[src/rtl/sdhci_rsp_pkg.sv]
// Shared definitions for the SD response receive path.
//   rsp_state_e   : receiver FSM states
//   RSP_LEN_*     : frame lengths in bits (R1/R1b/R3/R6/R7 and R2)
//   CRC7_POLY     : x^7 + x^3 + 1 with the x^7 term implied
package sdhci_rsp_pkg;

  typedef enum logic [2:0] {
    IDLE,
    WAIT_START,
    TX_BIT,
    PAYLOAD,
    END_BIT,
    DONE
  } rsp_state_e;

  localparam int         RSP_LEN_SHORT = 48;
  localparam int         RSP_LEN_LONG  = 136;
  localparam logic [6:0] CRC7_POLY     = 7'h09;

endpackage

[src/rtl/crc7_ser_update.sv]
// One serial step of the SD CRC7 (x^7 + x^3 + 1), purely combinational.
//   crc_i : CRC register before this bit
//   d_i   : data bit, MSB-first
//   crc_o : CRC register after this bit
module crc7_ser_update
  import sdhci_rsp_pkg::*;
(
  input  logic [6:0] crc_i,
  input  logic       d_i,
  output logic [6:0] crc_o
);

  logic w_fb;

  assign w_fb  = d_i ^ crc_i[6];
  assign crc_o = {crc_i[5:0], 1'b0} ^ (w_fb ? CRC7_POLY : 7'h00);

endmodule

[src/rtl/rsp_receiver.sv]
// SD command-response deserialiser.
// Armed by start_listening_i, waits up to TIMEOUT_CYCLES for the start bit,
// shifts in a 48-bit or 136-bit frame, checks CRC7 and framing bits and
// presents the parallel response with a one-cycle rsp_valid_o pulse.
//   sd_clk_i / rst_ni        : clock, asynchronous active-low reset
//   start_listening_i        : arm pulse (ignored outside IDLE)
//   long_rsp_i, check_crc_i  : frame type and CRC-check enable, latched on arm
//   rsp_ser_i                : CMD line
//   receiving_o, rsp_valid_o : busy flag, done pulse
//   index_o, rsp_o           : decoded response (held until the next arm)
//   crc_err_o, end_bit_err_o, timeout_err_o : error status (held likewise)
module rsp_receiver
  import sdhci_rsp_pkg::*;
#(
  parameter int TIMEOUT_CYCLES = 64,
  parameter int CNT_W          = 8
) (
  input  logic         sd_clk_i,
  input  logic         rst_ni,
  input  logic         start_listening_i,
  input  logic         long_rsp_i,
  input  logic         check_crc_i,
  input  logic         rsp_ser_i,
  output logic         receiving_o,
  output logic         rsp_valid_o,
  output logic [5:0]   index_o,
  output logic [127:0] rsp_o,
  output logic         crc_err_o,
  output logic         end_bit_err_o,
  output logic         timeout_err_o
);

  localparam int               TO_W        = $clog2(TIMEOUT_CYCLES + 1);
  localparam logic [TO_W-1:0]  TO_LAST     = TO_W'(TIMEOUT_CYCLES - 1);
  // The counter holds the frame index of the bit currently on the line.
  localparam logic [CNT_W-1:0] FIRST_SHORT = CNT_W'(RSP_LEN_SHORT - 3);
  localparam logic [CNT_W-1:0] FIRST_LONG  = CNT_W'(RSP_LEN_LONG - 3);
  localparam logic [CNT_W-1:0] CRC_LO      = CNT_W'(8);
  localparam logic [CNT_W-1:0] LONG_CRC_HI = CNT_W'(127);
  localparam logic [CNT_W-1:0] LAST_DATA   = CNT_W'(1);

  rsp_state_e       r_state, w_state_next;
  logic             r_long, r_chk, r_tx_err;
  logic [TO_W-1:0]  r_to_cnt;
  logic [CNT_W-1:0] r_bit_cnt;
  // Holds frame bits 127:1 of an R2 (bit k at [k-1]); a short frame only
  // uses [44:0], the upper bits keep stale data that is never read.
  logic [126:0]     r_shreg;
  logic [6:0]       r_crc;
  logic [5:0]       r_index;
  logic [127:0]     r_rsp;
  logic             r_crc_err, r_eb_err, r_to_err;

  logic [6:0]       w_crc_seed, w_crc_next;
  logic [TO_W-1:0]  w_to_cnt_inc;
  logic             w_timeout, w_covered;

  // The CRC restarts from zero on the start bit; seeding the step with zero
  // there lets a short frame fold the start bit in on the same edge.
  assign w_crc_seed   = (r_state == WAIT_START) ? 7'h00 : r_crc;
  assign w_to_cnt_inc = r_to_cnt + TO_W'(1);
  assign w_timeout    = rsp_ser_i && (w_to_cnt_inc == TO_LAST);
  // R2 leaves its reserved bits 133:128 out of the CRC.
  assign w_covered    = (r_bit_cnt >= CRC_LO) && (!r_long || (r_bit_cnt <= LONG_CRC_HI));

  crc7_ser_update u_crc7 (
    .crc_i (w_crc_seed),
    .d_i   (rsp_ser_i),
    .crc_o (w_crc_next)
  );

  always_ff @(posedge sd_clk_i or negedge rst_ni) begin
    if (!rst_ni) r_state <= IDLE;
    else         r_state <= w_state_next;
  end

  always_comb begin
    w_state_next = r_state;
    case (r_state)
      IDLE:       if (start_listening_i) w_state_next = WAIT_START;
      WAIT_START: begin
        if (!rsp_ser_i)     w_state_next = TX_BIT;
        else if (w_timeout) w_state_next = DONE;
      end
      TX_BIT:     w_state_next = PAYLOAD;
      PAYLOAD:    if (r_bit_cnt == LAST_DATA) w_state_next = END_BIT;
      END_BIT:    w_state_next = DONE;
      DONE:       w_state_next = IDLE;
      default:    w_state_next = IDLE;
    endcase
  end

  always_comb begin
    receiving_o = 1'b0;
    rsp_valid_o = 1'b0;
    case (r_state)
      WAIT_START, TX_BIT, PAYLOAD, END_BIT: receiving_o = 1'b1;
      DONE:                                 rsp_valid_o = 1'b1;
      default:                              ;
    endcase
  end

  always_ff @(posedge sd_clk_i or negedge rst_ni) begin
    if (!rst_ni) begin
      r_long    <= 1'b0;
      r_chk     <= 1'b0;
      r_tx_err  <= 1'b0;
      r_to_cnt  <= '0;
      r_bit_cnt <= '0;
      r_shreg   <= '0;
      r_crc     <= '0;
      r_index   <= '0;
      r_rsp     <= '0;
      r_crc_err <= 1'b0;
      r_eb_err  <= 1'b0;
      r_to_err  <= 1'b0;
    end else begin
      case (r_state)
        IDLE: begin
          if (start_listening_i) begin
            r_long    <= long_rsp_i;
            r_chk     <= check_crc_i;
            r_tx_err  <= 1'b0;
            r_to_cnt  <= '0;
            r_index   <= '0;
            r_rsp     <= '0;
            r_crc_err <= 1'b0;
            r_eb_err  <= 1'b0;
            r_to_err  <= 1'b0;
          end
        end
        WAIT_START: begin
          if (!rsp_ser_i) begin
            r_crc <= r_long ? 7'h00 : w_crc_next;
          end else begin
            r_to_cnt <= w_to_cnt_inc;
            if (w_timeout) r_to_err <= 1'b1;
          end
        end
        TX_BIT: begin
          r_tx_err  <= rsp_ser_i;
          r_bit_cnt <= r_long ? FIRST_LONG : FIRST_SHORT;
          if (!r_long) r_crc <= w_crc_next;
        end
        PAYLOAD: begin
          r_shreg   <= {r_shreg[125:0], rsp_ser_i};
          r_bit_cnt <= r_bit_cnt - CNT_W'(1);
          if (w_covered) r_crc <= w_crc_next;
        end
        END_BIT: begin
          // r_shreg[6:0] now holds the received CRC field (bits 7:1).
          r_eb_err  <= r_tx_err | ~rsp_ser_i;
          r_crc_err <= r_chk & (r_crc != r_shreg[6:0]);
          r_index   <= r_long ? 6'h3F : r_shreg[44:39];
          r_rsp     <= r_long ? {r_shreg[126:0], 1'b0} : {96'b0, r_shreg[38:7]};
        end
        default: ;
      endcase
    end
  end

  assign index_o       = r_index;
  assign rsp_o         = r_rsp;
  assign crc_err_o     = r_crc_err;
  assign end_bit_err_o = r_eb_err;
  assign timeout_err_o = r_to_err;

endmodule

[config.mk]
export PLATFORM = sky130hd
export DESIGN_NAME = rsp_receiver
export DESIGN_NICKNAME = d
export VERILOG_FILES = /design/src/rtl/sdhci_rsp_pkg.sv /design/src/rtl/crc7_ser_update.sv /design/src/rtl/rsp_receiver.sv
export SDC_FILE = /design/constraint.sdc
export NUM_CORES = 1
export LEC_CHECK = 0
export CAP_MARGIN = 10
export CORE_UTILIZATION = 35
export DETAILED_ROUTE_END_ITERATION = 8
export PLACE_DENSITY = 0.57
export SYNTH_ARGS = -nofsm -noshare
export SYNTH_HDL_FRONTEND = slang
export SYNTH_SLANG_ARGS = --single-unit
export TNS_END_PERCENT = 50
[constraint.sdc]
create_clock -name sd_clk_i -period 1.9 [get_ports sd_clk_i]
set_clock_uncertainty 0.1 [all_clocks]
set_input_delay 0.19 -clock sd_clk_i [delete_from_list [all_inputs] [get_ports sd_clk_i]]
set_output_delay 0.19 -clock sd_clk_i [all_outputs]
set_load 0.1 [all_outputs]
==> impl_metrics.toml, run 1 <==
[drt]
first_pass_iters = 4
wl_met2_um = 11400
wl_met3_um = 1480
route.antenna.remaining_nets = 0
drt-met1-wl_um = 12200
dr_total_vias = 7320
drcViolationCount = 0
drtIter0Drc = 339
drt-total-wl_um = 25400
highest_layer = "met4"
avgRoutedWirePerCell_um = 17.1
vias_per_cell = 4.93

[sta]
tns_ns = 0
fmaxAchievable_mhz = 538
max_slew_margin_pct = 68.4
final.period_utilization_pct = 97.8
setup_violations = 0
tightest_slew_ns = 0.471
rsz0062_at_grt = "yes"
min_period_ns = 1.86
post-route-worst-setup-slack_ns = 0.0413
final_max_slew_viol_count = 0
hold_ws_ns = 0.0578
hold_violations = 0

[final_layout]
layout.nets = 1030
syn_to_final_growth_pct = 26.3
stdcell_area_mm2 = 0.0147
drive_above_1_share_pct = 26.4
fin_util_pct = 45.0
finalNonFillerCells = 1485
diodes = 0

[power_and_ir_drop]
vdd_ir_drop_max_mv = 0.986
powerDensity_mw_per_mm2 = 1310
total_power_mw = 19.3
power.leakage_nw = 7.35

[global_route]
antenna_found_initial = 0
first_global_vias = 7398
grt_pass1_wl_um = 41100
grt_start_max_net_pins = 51
grt-ovfl-total = 0
grt_use_total_pct = 15.2

[critical_path]
crit_fanout = 8
endpoint_kind = "output port"
cpMaxStageDelayCell = "dfrtp_2"
arrival_ns = 1.57
reg2regPathDepth = 6
crit_chain = "buf_6 > and3b_2 > buf_12"
worstSetupStartpointType = "register"
cp.required_ns = 1.61
critical_path.max_stage_delay_ns = 0.45
criticalPathCategory = "reg2out"

[yosys]
synth_cell_types = 54
syn_nets = 863
synth-warning-count = 0
synth_cells = 852
synth_ff_type = "dfrtp_1"
avgSynthCellArea_um2 = 13.7
synthArstFlopShare_pct = 100
synth_edf_count = 0
ys_ff_latch = 292
synthTopCellsByCount = "dfrtp_1, mux2_1, a22o_1"
yosysMostFrequentCell = "dfrtp_1"
yosys.area.top_type = "dfrtp_1"
seq_area_frac_synth_pct = 62.6
netlist.area_leader.share_pct = 62.6
ys_top_cells_by_area = "dfrtp_1, mux2_1, a22o_1"
syn_area_mm2 = 0.0117

[floorplan]
fp.coreArea_mm2 = 0.0327
num_io_pins = 145
fp-row-count = 66
initial_utilization_pct = 35.7
die_width_um = 185
dieArea_mm2 = 0.0341
die_y_um = 185

[min_path]
hp-class = "in2async"

[cts]
cts-root-buf = "clkbuf_16"
cts_buffer_depth = 3
cts_buffers = 31
insertion_delay_ns = 0.55
tritoncts = "built"
clkTransAtPathRegs_ns = 0.06
clkSinkCount = 292
htreeDepth = 1

[placement]
dp.cells = 1424
pre_cts_slack_ns = 0.0895
numPortBuffers = 144
hpwl_um = 16800
placed_area_mm2 = 0.0136
gp_congestion = 0.749

[job]
maxCapViolations = 0

[outcome]
status = "finished, final reports clean"
-- report_power, final --
part           internal [mW]  switching, mW  total (mW)
Sequential              7.15          0.950        8.10
Combinational           1.83           3.01        4.84
Clock                   3.94           2.44        6.38
-- logic make-up after synthesis --
group | count (synthesis) | share of synthesized area (%)
buffers and inverters | 70 | 3.55
AO/OA/AOI/OAI | 187 | 11.8
AND/OR/NAND/NOR | 120 | 4.97
multiplexers | 166 | 15.6
XOR/XNOR | 12 | 0.901
adder cells (fa/ha/maj) | 5 | 0.536
flip-flops | 292 | 62.6
-- critical path: cells and delay by family, from the launching register on --
kind,cells,cell delay (ns)
DFF,1,0.45
and+or+nand+nor,1,0.25
buffers and inverters,2,0.32
-- path summary, 6_finish.rpt --
| kind | from | endpoint | slack, ns |
|---|---|---|---|
| worst max-delay path | r_state[1] | rsp_valid_o | 0.04 |
| worst min-delay path | rst_ni | rsp_o[98] | 0.06 |
| worst max register to register | r_state[1] | r_crc[0] | 0.13 |
| worst min register to register | end_bit_err_o | end_bit_err_o | 0.37 |
| max in group asynchronous | rst_ni | r_shreg[36] | 0.97 |
| min in group sd_clk_i | long_rsp_i | r_long | 0.11 |
-- flip-flops by register name, summed over array words and instances (netlist names), 3 cells and up --
signal	flops
r_bit_cnt	8
r_crc	7
rsp_o	128
r_to_cnt	7
index_o	6
r_shreg	127
r_state	3
-- metal layers --
layer  up-vias  GRT usage, %
met5         -             0
met4         0          3.23
met3        29          3.54
met2       161          23.4
met1      3714          21.6
li1       3416             -
-- final cells by class --
cell class                      instances  area [µm²]
Multi-Input combinational cell        490        3990
Tap cell                              442         553
Clock buffer                           42         887
Timing Repair Buffer                  193        1740
Sequential cell                       292        7310
Fill cell                            3003       18000
Inverter                               11        41.3
Clock inverter                         15         213
-- cell usage in the layout, fill, tap and decap left out, drive strengths merged, types with 7 or more instances in the layout --
cell,instances
nand3,9
mux2,128
xnor2,7
o21ai,59
dfrtp,292
buf,188
nand2,66
a21oi,10
a22o,100
mux2i,38
clkinv,7
inv,12
nor2,13
clkbuf,42
-- what timing repair did --
item / in CTS / in global routing
endpoints found under the setup margin: 2 / 2
hold endpoints to repair: 292 / 0
gates resized for setup: 2 / 3
hold buffers: 1 / 0
pin swaps: 1 / 0
buffers inserted: 1 / 3
No activity file was read; power rests on OpenSTA's default activity.
==> run 2, diff against run 1 <==
--- a/config.mk
+++ b/config.mk
@@ -8,6 +8,7 @@
 export CAP_MARGIN = 10
 export CORE_UTILIZATION = 35
 export DETAILED_ROUTE_END_ITERATION = 8
+export HOLD_SLACK_MARGIN = 0.15
 export PLACE_DENSITY = 0.57
 export SYNTH_ARGS = -nofsm -noshare
 export SYNTH_HDL_FRONTEND = slang
==> impl_metrics.toml, run 2 (synthesis gave the netlist of run 1 again) <==
[outcome]
status = "finished, final reports clean"

[global_route]
first_global_vias = 7400
met3_usage_pct = 3.54
met1_usage_pct = 21.6
grt_pass1_wl_um = 41100
grt-ovfl-total = 0
antenna_found_initial = 0
grt_use_met2_pct = 23.4
grt_use_total_pct = 15.2
busiest_layer = "met2"
grt_start_max_net_pins = 51

[sta]
min_period_ns = 1.86
setup_violations = 0
tns_ns = 0
rsz0062_at_grt = "yes"
final.period_utilization_pct = 97.9
tightest_slew_ns = 0.470
max_slew_margin_pct = 68.5
final_max_slew_viol_count = 0
hold_violations = 0
fmaxAchievable_mhz = 538

[job]
maxCapViolations = 0

[drt]
route.antenna.remaining_nets = 0
drtIter0Drc = 373
avgRoutedWirePerCell_um = 17.1
dr_total_vias = 7329
vias_per_cell = 4.93
drt-total-wl_um = 25400
drcViolationCount = 0
first_pass_iters = 4

[power_and_ir_drop]
vdd_ir_drop_max_mv = 0.985
powerDensity_mw_per_mm2 = 1310
power.leakage_nw = 7.36

[placement]
gp_congestion = 0.749
hpwl_um = 16800
placed_area_mm2 = 0.0136
dp.cells = 1424
numPortBuffers = 144

[cts]
tritoncts = "built"
cts_buffers = 31
clkTransAtPathRegs_ns = 0.06
cts-root-buf = "clkbuf_16"
cts_buffer_depth = 3
htreeDepth = 1
insertion_delay_ns = 0.55
clkSinkCount = 292

[critical_path]
endpoint_kind = "output port"
cp.required_ns = 1.61
arrival_ns = 1.57
criticalPathCategory = "reg2out"
crit_fanout = 8
worstSetupStartpointType = "register"

[final_layout]
finalNonFillerCells = 1487
num-fill-cells = 3001
multi_input_area_mm2 = 0.00399
ff_latch_area_mm2 = 0.00731
diodes = 0
layout_commonest_cell = "dfrtp_1"
syn_to_final_growth_pct = 26.4
drive_above_1_share_pct = 26.3
final_cell_mix = "dfrtp_1, buf_4, mux2_1"
largest_reg_flops = 128
stdcell_area_mm2 = 0.0147
layout.nets = 1032

[floorplan]
initial_utilization_pct = 35.7
dieArea_mm2 = 0.0341
fp.coreArea_mm2 = 0.0327
fp-row-count = 66
num_io_pins = 145
die_width_um = 185
die_y_um = 185

[min_path]
hp-class = "in2reg"
run 2: cell count changes in the layout (fill, tap and decap cells not counted), sizes merged:
cell	before	now
dlygate4sd3	1	3
run 2: path summary, 6_finish.rpt:
check	startpoint	endpoint	slack (ns)	cells after the start
setup reg to reg	r_state[1]	r_crc[0]	0.13	6
setup / recovery	r_state[1]	rsp_valid_o	0.04	3
hold / removal	check_crc_i	r_chk	0.18	2
hold reg to reg	end_bit_err_o	end_bit_err_o	0.37	2
min in group asynchronous	rst_ni	rsp_o[98]	0.59	3
max in group asynchronous	rst_ni	r_shreg[36]	0.43	4
run 2: final cells by class:
type | instances | area share [%]
Clock buffer | 42 | 6.02
Clock inverter | 15 | 1.44
Tap cell | 442 | 3.75
Timing Repair Buffer | 195 | 11.9
Inverter | 11 | 0.280
Multi-Input combinational cell | 490 | 27.0
Sequential cell | 292 | 49.6
run 2: through the flow:
step | setup slack (ns) | hold slack (ns) | utilization, % | power, mW
2_1_floorplan | -0.0150 | -0.206 | - | 11.8
3_3_place_gp | 0.0851 | 0.0350 | 41.5 | 13.0
3_5_place_dp | 0.0895 | 0.0330 | 41.5 | 13.1
4_1_cts | -0.0239 | 0.163 | 45.0 | 19.6
5_1_grt | -0.00633 | 0.183 | 45.1 | 20.3
6_report | 0.0408 | 0.185 | 45.1 | 19.3
run 2: repair_timing:
action	CTS	global route
hold buffers	3	0
pin swaps	1	0
resized for setup	2	3
endpoints found under the setup margin	2	2
buffers inserted	1	3
hold endpoints to repair	293	0
run 2: routing by layer:
layer  wire length [µm]  up-vias
met4                321        0
met3               1600       28
met5                  0        -
li1                   -     3421
met1              12100     3709
met2              11300      171
run 2: report_power, final:
part           internal (mW)  switching [mW]  leakage, nW
sequential              7.15           0.949         3.79
clock                   3.94            2.45        0.540
combinational           1.83            3.01         3.02
total                   12.9            6.40         7.36
run 2: critical path, cell delays in order (launching register included):
cell,delay (ns)
dfrtp_2,0.45
buf_6,0.15
and3b_2,0.25
buf_12,0.17
